<file path="src/rtl/timer_sched_pkg.sv">
// Shared types and sizing helpers for the timer_scheduler block.
package timer_sched_pkg;

  typedef enum logic [1:0] {IDLE, RUN, DONE} sched_state_t;

  localparam int TICKS_100NS = 10;

  // Counter width large enough to hold (2^w - 1) * ticks without truncation.
  function automatic int cnt_width(input int w, input int ticks);
    return w + $clog2(ticks + 1);
  endfunction

endpackage

</file>
<file path="src/rtl/timer_scheduler_interval_timer.sv">
// Shared interval counter: load starts at 1, en advances, fin flags terminal count.
module interval_timer
  import timer_sched_pkg::*;
#(
  parameter int CW = cnt_width(4, TICKS_100NS)
) (
  input  logic          clk,
  input  logic          reset,
  input  logic [CW-1:0] target,
  input  logic          load,
  input  logic          en,
  output logic          fin
);

  logic [CW-1:0] count;
  logic [CW-1:0] tgt;

  always_ff @(posedge clk or posedge reset) begin
    if (reset)
      count <= '0;
    else if (load)
      count <= CW'(1);
    else if (en)
      count <= count + CW'(1);
  end

  // Target is only meaningful after a load, so it carries no reset.
  always_ff @(posedge clk) begin
    if (load)
      tgt <= target;
  end

  assign fin = (count == tgt);

endmodule

</file>
<file path="src/rtl/timer_scheduler.sv">
// Round-robin owner of one shared interval timer for NREQ requesters.
// Optional TIMER_SCHED_ABORT_EN: a granted requester dropping req mid-RUN aborts the interval.
module timer_scheduler
  import timer_sched_pkg::*;
#(
  parameter int NREQ           = 4,
  parameter int W              = 4,
  parameter int TICKS_PER_UNIT = TICKS_100NS
) (
  input  logic                    clk,
  input  logic                    reset,
  input  logic [NREQ-1:0]         req,
  input  logic [NREQ*W-1:0]       dur,
  output logic [NREQ-1:0]         grant,
  output logic [NREQ-1:0]         done,
  output logic [$clog2(NREQ)-1:0] active_id,
  output logic                    busy
);

  localparam int IW = $clog2(NREQ);
  localparam int CW = cnt_width(W, TICKS_PER_UNIT);

  sched_state_t  state;
  logic [IW-1:0] ptr;
  logic [IW-1:0] id;
  logic [IW-1:0] winner;
  logic [IW-1:0] next_id;
  logic          any_req;
  logic [CW-1:0] target;
  logic          load;
  logic          fin;
  logic          abort;

  function automatic logic [NREQ-1:0] onehot(input logic [IW-1:0] k);
    onehot    = '0;
    onehot[k] = 1'b1;
  endfunction

  // Search starts at ptr so the most recently served requester is checked last.
  always_comb begin
    winner  = ptr;
    any_req = 1'b0;
    for (int i = 0; i < NREQ; i++) begin
      if (!any_req && req[(int'(ptr) + i) % NREQ]) begin
        any_req = 1'b1;
        winner  = IW'((int'(ptr) + i) % NREQ);
      end
    end
  end

  assign target  = CW'(dur[int'(winner)*W +: W]) * CW'(TICKS_PER_UNIT);
  assign next_id = (id == IW'(NREQ - 1)) ? '0 : id + IW'(1);
  assign load    = (state == IDLE) && any_req && (target != '0);

`ifdef TIMER_SCHED_ABORT_EN
  assign abort = (state == RUN) && !req[id];
`else
  assign abort = 1'b0;
`endif

  interval_timer #(.CW(CW)) u_timer (
    .clk    (clk),
    .reset  (reset),
    .target (target),
    .load   (load),
    .en     ((state == RUN) && !fin),
    .fin    (fin)
  );

  always_ff @(posedge clk or posedge reset) begin
    if (reset) begin
      state     <= IDLE;
      ptr       <= '0;
      id        <= '0;
      grant     <= '0;
      done      <= '0;
      active_id <= '0;
      busy      <= 1'b0;
    end else begin
      case (state)
        IDLE: begin
          if (any_req) begin
            id        <= winner;
            grant     <= onehot(winner);
            active_id <= winner;
            busy      <= 1'b1;
            if (target != '0) begin
              state <= RUN;
            end else begin
              state <= DONE;
              done  <= onehot(winner);
            end
          end
        end
        RUN: begin
          if (abort) begin
            state     <= IDLE;
            ptr       <= next_id;
            grant     <= '0;
            active_id <= '0;
            busy      <= 1'b0;
          end else if (fin) begin
            state <= DONE;
            done  <= onehot(id);
          end
        end
        DONE: begin
          state     <= IDLE;
          ptr       <= next_id;
          grant     <= '0;
          done      <= '0;
          active_id <= '0;
          busy      <= 1'b0;
        end
        default: begin
          state     <= IDLE;
          grant     <= '0;
          done      <= '0;
          active_id <= '0;
          busy      <= 1'b0;
        end
      endcase
    end
  end

endmodule

</file>
<file path="config.mk">
export PLATFORM = sky130hd
export DESIGN_NAME = timer_scheduler
export DESIGN_NICKNAME = d
export VERILOG_FILES = /design/src/rtl/timer_sched_pkg.sv /design/src/rtl/timer_scheduler_interval_timer.sv /design/src/rtl/timer_scheduler.sv
export SDC_FILE = /design/constraint.sdc
export NUM_CORES = 1
export LEC_CHECK = 0
export ABC_CLOCK_PERIOD_IN_PS = 7020
export CAP_MARGIN = 20
export CELL_PAD_IN_SITES_DETAIL_PLACEMENT = 1
export CELL_PAD_IN_SITES_GLOBAL_PLACEMENT = 1
export CORE_ASPECT_RATIO = 1.1
export CORE_MARGIN = 2
export CORE_UTILIZATION = 43
export DETAILED_ROUTE_END_ITERATION = 12
export PLACE_DENSITY = 0.91
export REMOVE_ABC_BUFFERS = 1
export SETUP_SLACK_MARGIN = 0.2
export SYNTH_ARGS = -nofsm -noshare
export SYNTH_HDL_FRONTEND = slang
export SYNTH_HIERARCHICAL = 1
export SYNTH_SLANG_ARGS = --single-unit
</file>
<file path="constraint.sdc">
create_clock -name clk -period 7.02 [get_ports clk]
set_clock_uncertainty 0.15 [all_clocks]
set_input_delay 0.702 -clock clk [delete_from_list [all_inputs] [get_ports clk]]
set_output_delay 0.702 -clock clk [all_outputs]
set_load 0.1 [all_outputs]
</file>
==> results.txt, run 1 <==
Status - completed
HP Class - register to register
CP cell instances - clkdlybuf4s50_1 -> nor2_1 -> a2111oi_2 -> o21ai_0 -> nand3_1 -> and2_1 -> ha_1 -> ha_1 -> a211oi_1 -> and2_1 -> nor2_1 -> buf_4 -> o2111ai_2 -> xor2_1 -> nor2_1
EDFF count, synth - 8
Skew-Pair Late Insertion Delay - 0.29 ns
Arrival time worst endpoint - 4.87 ns
Die width - 68.6 µm
Crit path kind - input pin to register
Critical path's most frequent cell - nor2_1
Initial antenna violation count - 0
Warnings, synthesis - 6
Gr usage total - 21.2%
DR pass1 iterations - 4
DRC errors left - 0
Largest net degree at the start of global routing - 18
Crit Path Max Fanout - 17
Tcrit/Tclk final - 69.0%
RR Endpoint - u_timer/count[3]
Reg2reg start - ptr[1]
Worst slack at placement - 1.85 ns
Fin util - 55.8%
Mapped Cells - 212
TritonCTS Buffers - 5
Max cap viols - 0
RSZ-0062 raised after global routing - no
Hold buffer count at CTS - 0
R2R cell count - 14
Fraction of layout cells with a size suffix above 1 - 6.58%
First-pass GRT wire length - 8190 µm
Sequential fraction of the synthesis area - 43.8%
Final Slew Violations - 0
Top Ports - 33
Top cells by area, synth - dfrtp_1 32%, edfxtp_1 12%, ha_1 5.7%
Delay-heaviest family, CP - compound AO/OA/AOI/OAI gates
Routed WL - 4860 µm
Yosys cell types - 48
WP buf/inv - 2
CP max-delay cell - a2111oi_2
Top_reg_cell synth - dfrtp_1
Die Height - 75.1 µm
Cell Rows - 25
Pwr dens - 484 mW/mm²
Total power draw - 1.17 mW
Minimum clock period - 4.85 ns
Setup TNS - 0 ns
Vias in the first global route - 1762
CTS Buffer Depth - 2
CTS tree - done
Nets@finish - 274
Crit. End Element - register
Worst-margin pin slew - 0.994 ns
Clk root buf - clkbuf_8
H-tree levels - 2
Setup bufs post-CTS - 0
Congestion Overflow GR - 0
Port Buf Inserts - 32
Detailed Route Iter0 Violations - 35
Final Cell Area - 0.00243 mm²
R2R setup slack - 2.70 ns
CP startpoint - req[1]
Placed wire-length estimate - 3740 µm
Pleak - 0.988 nW
Number of synthesized register bits - 33
DP Area - 0.00231 mm²
Slew headroom - 33.5%
Starting Density - 45.4%
Reg clk slew, reported paths - 0.07 ns
Final hold violation count - 0
Antenna-violating nets left - 0
Worst IR Drop VDD - 0.236 mV
Post-CTS resize count - 0
Synth Cell Area - 0.00198 mm²
Fmax - 206 MHz
Hold Slack - 0.364 ns
CP startpoint kind - input pin
Final setup fails - 0
Total die area - 0.00515 mm²
CTS sink count - 33
Crit path depth - 15
Core Region - 0.00435 mm²
Area growth syn-to-layout - 22.8%
WHS Path Cells - 2
Vias post-DR - 1680
Placed cells - 289
Final Wtd Congestion - 0.825
Post-synth top area cell - dfrtp_1
Synthesized area per cell - 9.32 µm²
N_diodes - 0
Worst Path Required - 7.04 ns
Ys async rst share - 75.8%
Worst setup margin - 2.17 ns
WL/cell - 16.4 µm
Critical path's largest stage delay - 0.80 ns
Non-Filler Instances - 297
DR vias/cell - 5.66
Crit path to - u_timer/count[3]
Share of the synthesized area in the top cell type - 31.7%
cells by family after synthesis:
| group | synth area share (%) |
|---|---|
| AOI/OAI and AO/OA | 18.3 |
| xor gates and xnor gates | 5.76 |
| adders and majority gates | 6.71 |
| buffers and inverters | 5.13 |
| DFF | 43.8 |
| muxes | 1.08 |
| other | 0.190 |
| and+or+nand+nor | 19.0 |
report_power, final:
group	total [mW]	switching, mW	leakage, nW	internal, mW
clock network	0.172	0.0710	0.0566	0.101
logic	0.633	0.425	0.530	0.208
registers	0.369	0.0783	0.402	0.290
total	1.17	0.575	0.988	0.600
worst reg2reg max path, delay by kind of cell, from the launching register on:
kind	cells	cell delay, ns
compound gates	4	1.80
xor+xnor	1	0.18
fa+ha+maj	2	0.55
buf+inv	1	0.21
flops	1	0.45
simple gates	6	0.88
state kept, by name, indices dropped and copies added (netlist names):
signal	cells
u_timer/count	8
u_timer/tgt	8
done	4
grant	4
active_id	2
id	2
ptr	2
state	2
busy	1
worst min path at each step:
| stage | startpoint | to | slack (ns) |
|---|---|---|---|
| final | busy | busy | 0.36 |
| after global routing | grant[0] | grant[0] | 0.41 |
| after CTS | busy | busy | 0.37 |
| after detailed placement | busy | busy | 0.35 |
| after global placement | busy | busy | 0.34 |
| after floorplan | ptr[0] | ptr[0] | 0.33 |
layer usage:
layer,wire (µm),up-vias,track usage [%]
met1,2070,845,25.4
met5,0,-,0
met3,139,4,4.63
met2,2610,23,38.1
met4,42,0,5.11
li1,-,808,-
cell usage in the layout (no fill, tap or decap), types with 2 or more instances in the layout:
| cell type | count |
|---|---|
| inv_1 | 12 |
| ha_1 | 9 |
| a221oi_1 | 3 |
| nand4_1 | 4 |
| nor2_1 | 19 |
| or3_1 | 4 |
| nand2_1 | 14 |
| and2b_1 | 2 |
| o21ai_1 | 2 |
| clkdlybuf4s50_1 | 32 |
| xor2_1 | 4 |
| clkbuf_8 | 6 |
| dfrtp_1 | 25 |
| nor3_1 | 3 |
| and2_1 | 3 |
| nand2b_1 | 3 |
| xnor2_1 | 9 |
| o22ai_1 | 2 |
| a21oi_1 | 18 |
| nand3_1 | 17 |
| edfxtp_1 | 8 |
| o21ai_0 | 17 |
Yosys cell counts (all sizes together), types with 2 or more instances:
library cell and instances:
a21oi 18, a221oi 3, and2 3, and2b 2
buf 6, clkbuf 4, dfrtp 25, edfxtp 8
ha 9, inv 12, nand2 14, nand2b 3
nand3 18, nand4 4, nor2 19, nor3 3
nor3b 2, o21ai 19, o21bai 2, o22ai 2
or3 4, xnor2 9, xor2 4
area by class of cell:
cell class / instances / area [µm²]
clock buffer: 8 / 111
fill: 517 / 1920
inverter: 12 / 45.0
multi-input combinational: 157 / 1010
sequential: 33 / 866
tap: 54 / 67.6
timing repair buffer: 33 / 328
No activity file was read; power rests on OpenSTA's default activity.
==> run 2: changes to the inputs <==
--- a/config.mk
+++ b/config.mk
@@ -5,15 +5,15 @@
 export SDC_FILE = /design/constraint.sdc
 export NUM_CORES = 1
 export LEC_CHECK = 0
-export ABC_CLOCK_PERIOD_IN_PS = 7020
+export ABC_CLOCK_PERIOD_IN_PS = 4950
 export CAP_MARGIN = 20
 export CELL_PAD_IN_SITES_DETAIL_PLACEMENT = 1
 export CELL_PAD_IN_SITES_GLOBAL_PLACEMENT = 1
 export CORE_ASPECT_RATIO = 1.1
 export CORE_MARGIN = 2
-export CORE_UTILIZATION = 43
+export CORE_UTILIZATION = 40
 export DETAILED_ROUTE_END_ITERATION = 12
-export PLACE_DENSITY = 0.91
+export PLACE_DENSITY = 0.86
 export REMOVE_ABC_BUFFERS = 1
 export SETUP_SLACK_MARGIN = 0.2
 export SYNTH_ARGS = -nofsm -noshare
==> constraint.sdc (replaced) <==
create_clock -name clk -period 4.95 [get_ports clk]
set_clock_uncertainty 0.15 [all_clocks]
set_input_delay 0.495 -clock clk [delete_from_list [all_inputs] [get_ports clk]]
set_output_delay 0.495 -clock clk [all_outputs]
set_load 0.1 [all_outputs]
==> results.txt, run 2 (synthesized netlist as in run 1, its figures left out) <==
TritonCTS Buffers - 5
Core Region - 0.00472 mm²
Most common cell after layout, fill and taps aside - clkdlybuf4s50_1
Cell Rows - 26
Antenna-violating nets left - 0
Fraction of layout cells with a size suffix above 1 - 6.53%
Nets@finish - 276
Placed cells - 293
Clk root buf - clkbuf_8
Vias post-DR - 1671
WL/cell - 16.4 µm
Worst Path Required - 5.01 ns
Routed WL - 4940 µm
Pwr dens - 679 mW/mm²
Critical path's largest stage delay - 0.71 ns
CTS sink count - 33
Worst-margin pin slew - 0.971 ns
Final Wtd Congestion - 0.776
N_diodes - 0
Max cap viols - 0
Detailed Route Iter0 Violations - 82
HP Class - input pin to asynchronous set/reset pin
Fillcell total - 538
Die width - 71.0 µm
Tcrit/Tclk final - 84.9%
Largest net degree at the start of global routing - 18
Top Ports - 33
DR pass1 iterations - 5
Delay-heaviest family, CP - compound AO/OA/AOI/OAI gates
Pleak - 0.981 nW
Crit path kind - input pin to register
CP startpoint kind - input pin
CP max-delay cell - a2111oi_2
Arrival time worst endpoint - 4.26 ns
R2R setup slack - 1.08 ns
Minimum clock period - 4.20 ns
Fmax - 238 MHz
Largest registers - u_timer/count x8, u_timer/tgt x8
Total die area - 0.00552 mm²
Initial antenna violation count - 0
DRC errors left - 0
Non-Filler Instances - 301
Status - completed
Gr usage total - 19.9%
Final hold violation count - 0
Hold buffer count at CTS - 0
Most frequent cells in the layout - 32 x clkdlybuf4s50_1, 25 x dfrtp_1, 19 x nor2_1
CTS Buffer Depth - 2
Vias in the first global route - 1755
CP cell instances - clkdlybuf4s50_1 -> nor2_1 -> a2111oi_2 -> o21ai_0 -> nand3_1 -> nand2_1 -> inv_1 -> ha_1 -> ha_1 -> a211oi_1 -> buf_4 -> and2_1 -> nor2_1 -> o2111ai_2 -> or3_1 -> a21oi_1
Slew headroom - 35.0%
RSZ-0062 raised after global routing - no
Setup bufs post-CTS - 0
Area growth syn-to-layout - 22.1%
Skew-Pair Late Insertion Delay - 0.28 ns
Crit Path Max Fanout - 9
Setup TNS - 0 ns
Worst IR Drop VDD - 0.358 mV
H-tree levels - 2
Final Slew Violations - 0
CTS tree - done
Reg clk slew, reported paths - 0.06 ns
Crit. End Element - register
DR vias/cell - 5.55
Die Height - 77.7 µm
Congestion Overflow GR - 0
Starting Density - 41.9%
Port Buf Inserts - 32
Final setup fails - 0
Placed wire-length estimate - 3840 µm
Post-CTS resize count - 0
WP buf/inv - 3
First-pass GRT wire length - 8620 µm
[run 2: changes by cell type in the layout (fill, tap and decap cells not counted)]
cell	change
buf_4	+2
clkbuf_16	-1
clkbuf_8	-1
clkbuf_1	+2
[run 2: final timing paths]
check | from | to | depth (start not counted)
worst max register to register | ptr[1] | u_timer/count[7] | 15
max in group asynchronous | reset | done[2] | 2
worst min-delay path | reset | u_timer/count[0] | 2
worst min register to register | grant[0] | grant[0] | 2
worst max-delay path | req[1] | u_timer/count[7] | 16
min in group clk | grant[0] | grant[0] | 2
[run 2: power breakdown]
group	switching, mW	internal (mW)
Clock	0.0927	0.0998
Sequential	0.113	0.412
Combinational	0.612	0.309
Total	0.818	0.821
[run 2: worst reg2reg max path: stages, from the launching register on]
cell	delay (ns)
dfrtp_1	0.45
nor3b_2	0.20
a2111oi_2	0.69
o21ai_0	0.20
nand3_1	0.14
nand2_1	0.10
inv_1	0.07
ha_1	0.23
ha_1	0.30
a211oi_1	0.06
buf_4	0.16
and2_1	0.16
nor2_1	0.17
o2111ai_2	0.20
or3_1	0.39
a21oi_1	0.15
[run 2: layout make-up]
type / count / area (µm²) / share of cell area (%)
clock buffer: 8 / 80.1 / 3.32
inverter: 12 / 45.0 / 1.87
multi-input combinational: 157 / 1010 / 41.8
sequential: 33 / 866 / 35.9
tap: 56 / 70.1 / 2.90
timing repair buffer: 35 / 343 / 14.2
[run 2: per-stage QoR]
step | hold WS (ns) | area (µm²) | total power, mW | util, % | worst slack (ns)
floorplan | 0.161 | 1920 | 1.18 | - | 0.880
global placement | 0.333 | 2330 | 1.40 | 49.4 | 0.580
detailed placement | 0.361 | 2330 | 1.45 | 49.4 | 0.443
CTS | 0.347 | 2410 | 1.65 | 51.1 | 0.729
global route | 0.370 | 2410 | 1.77 | 51.1 | 0.346
finish | 0.339 | 2410 | 1.64 | 51.1 | 0.749
[run 2: metal layers]
metal  global-route usage [%]  wire length [µm]  part of all wire, %
met5                        0                 0                    0
met4                     7.17                93                  1.9
met3                     3.90               169                  3.4
met2                     32.7              2520                   51
met1                     26.1              2150                   44
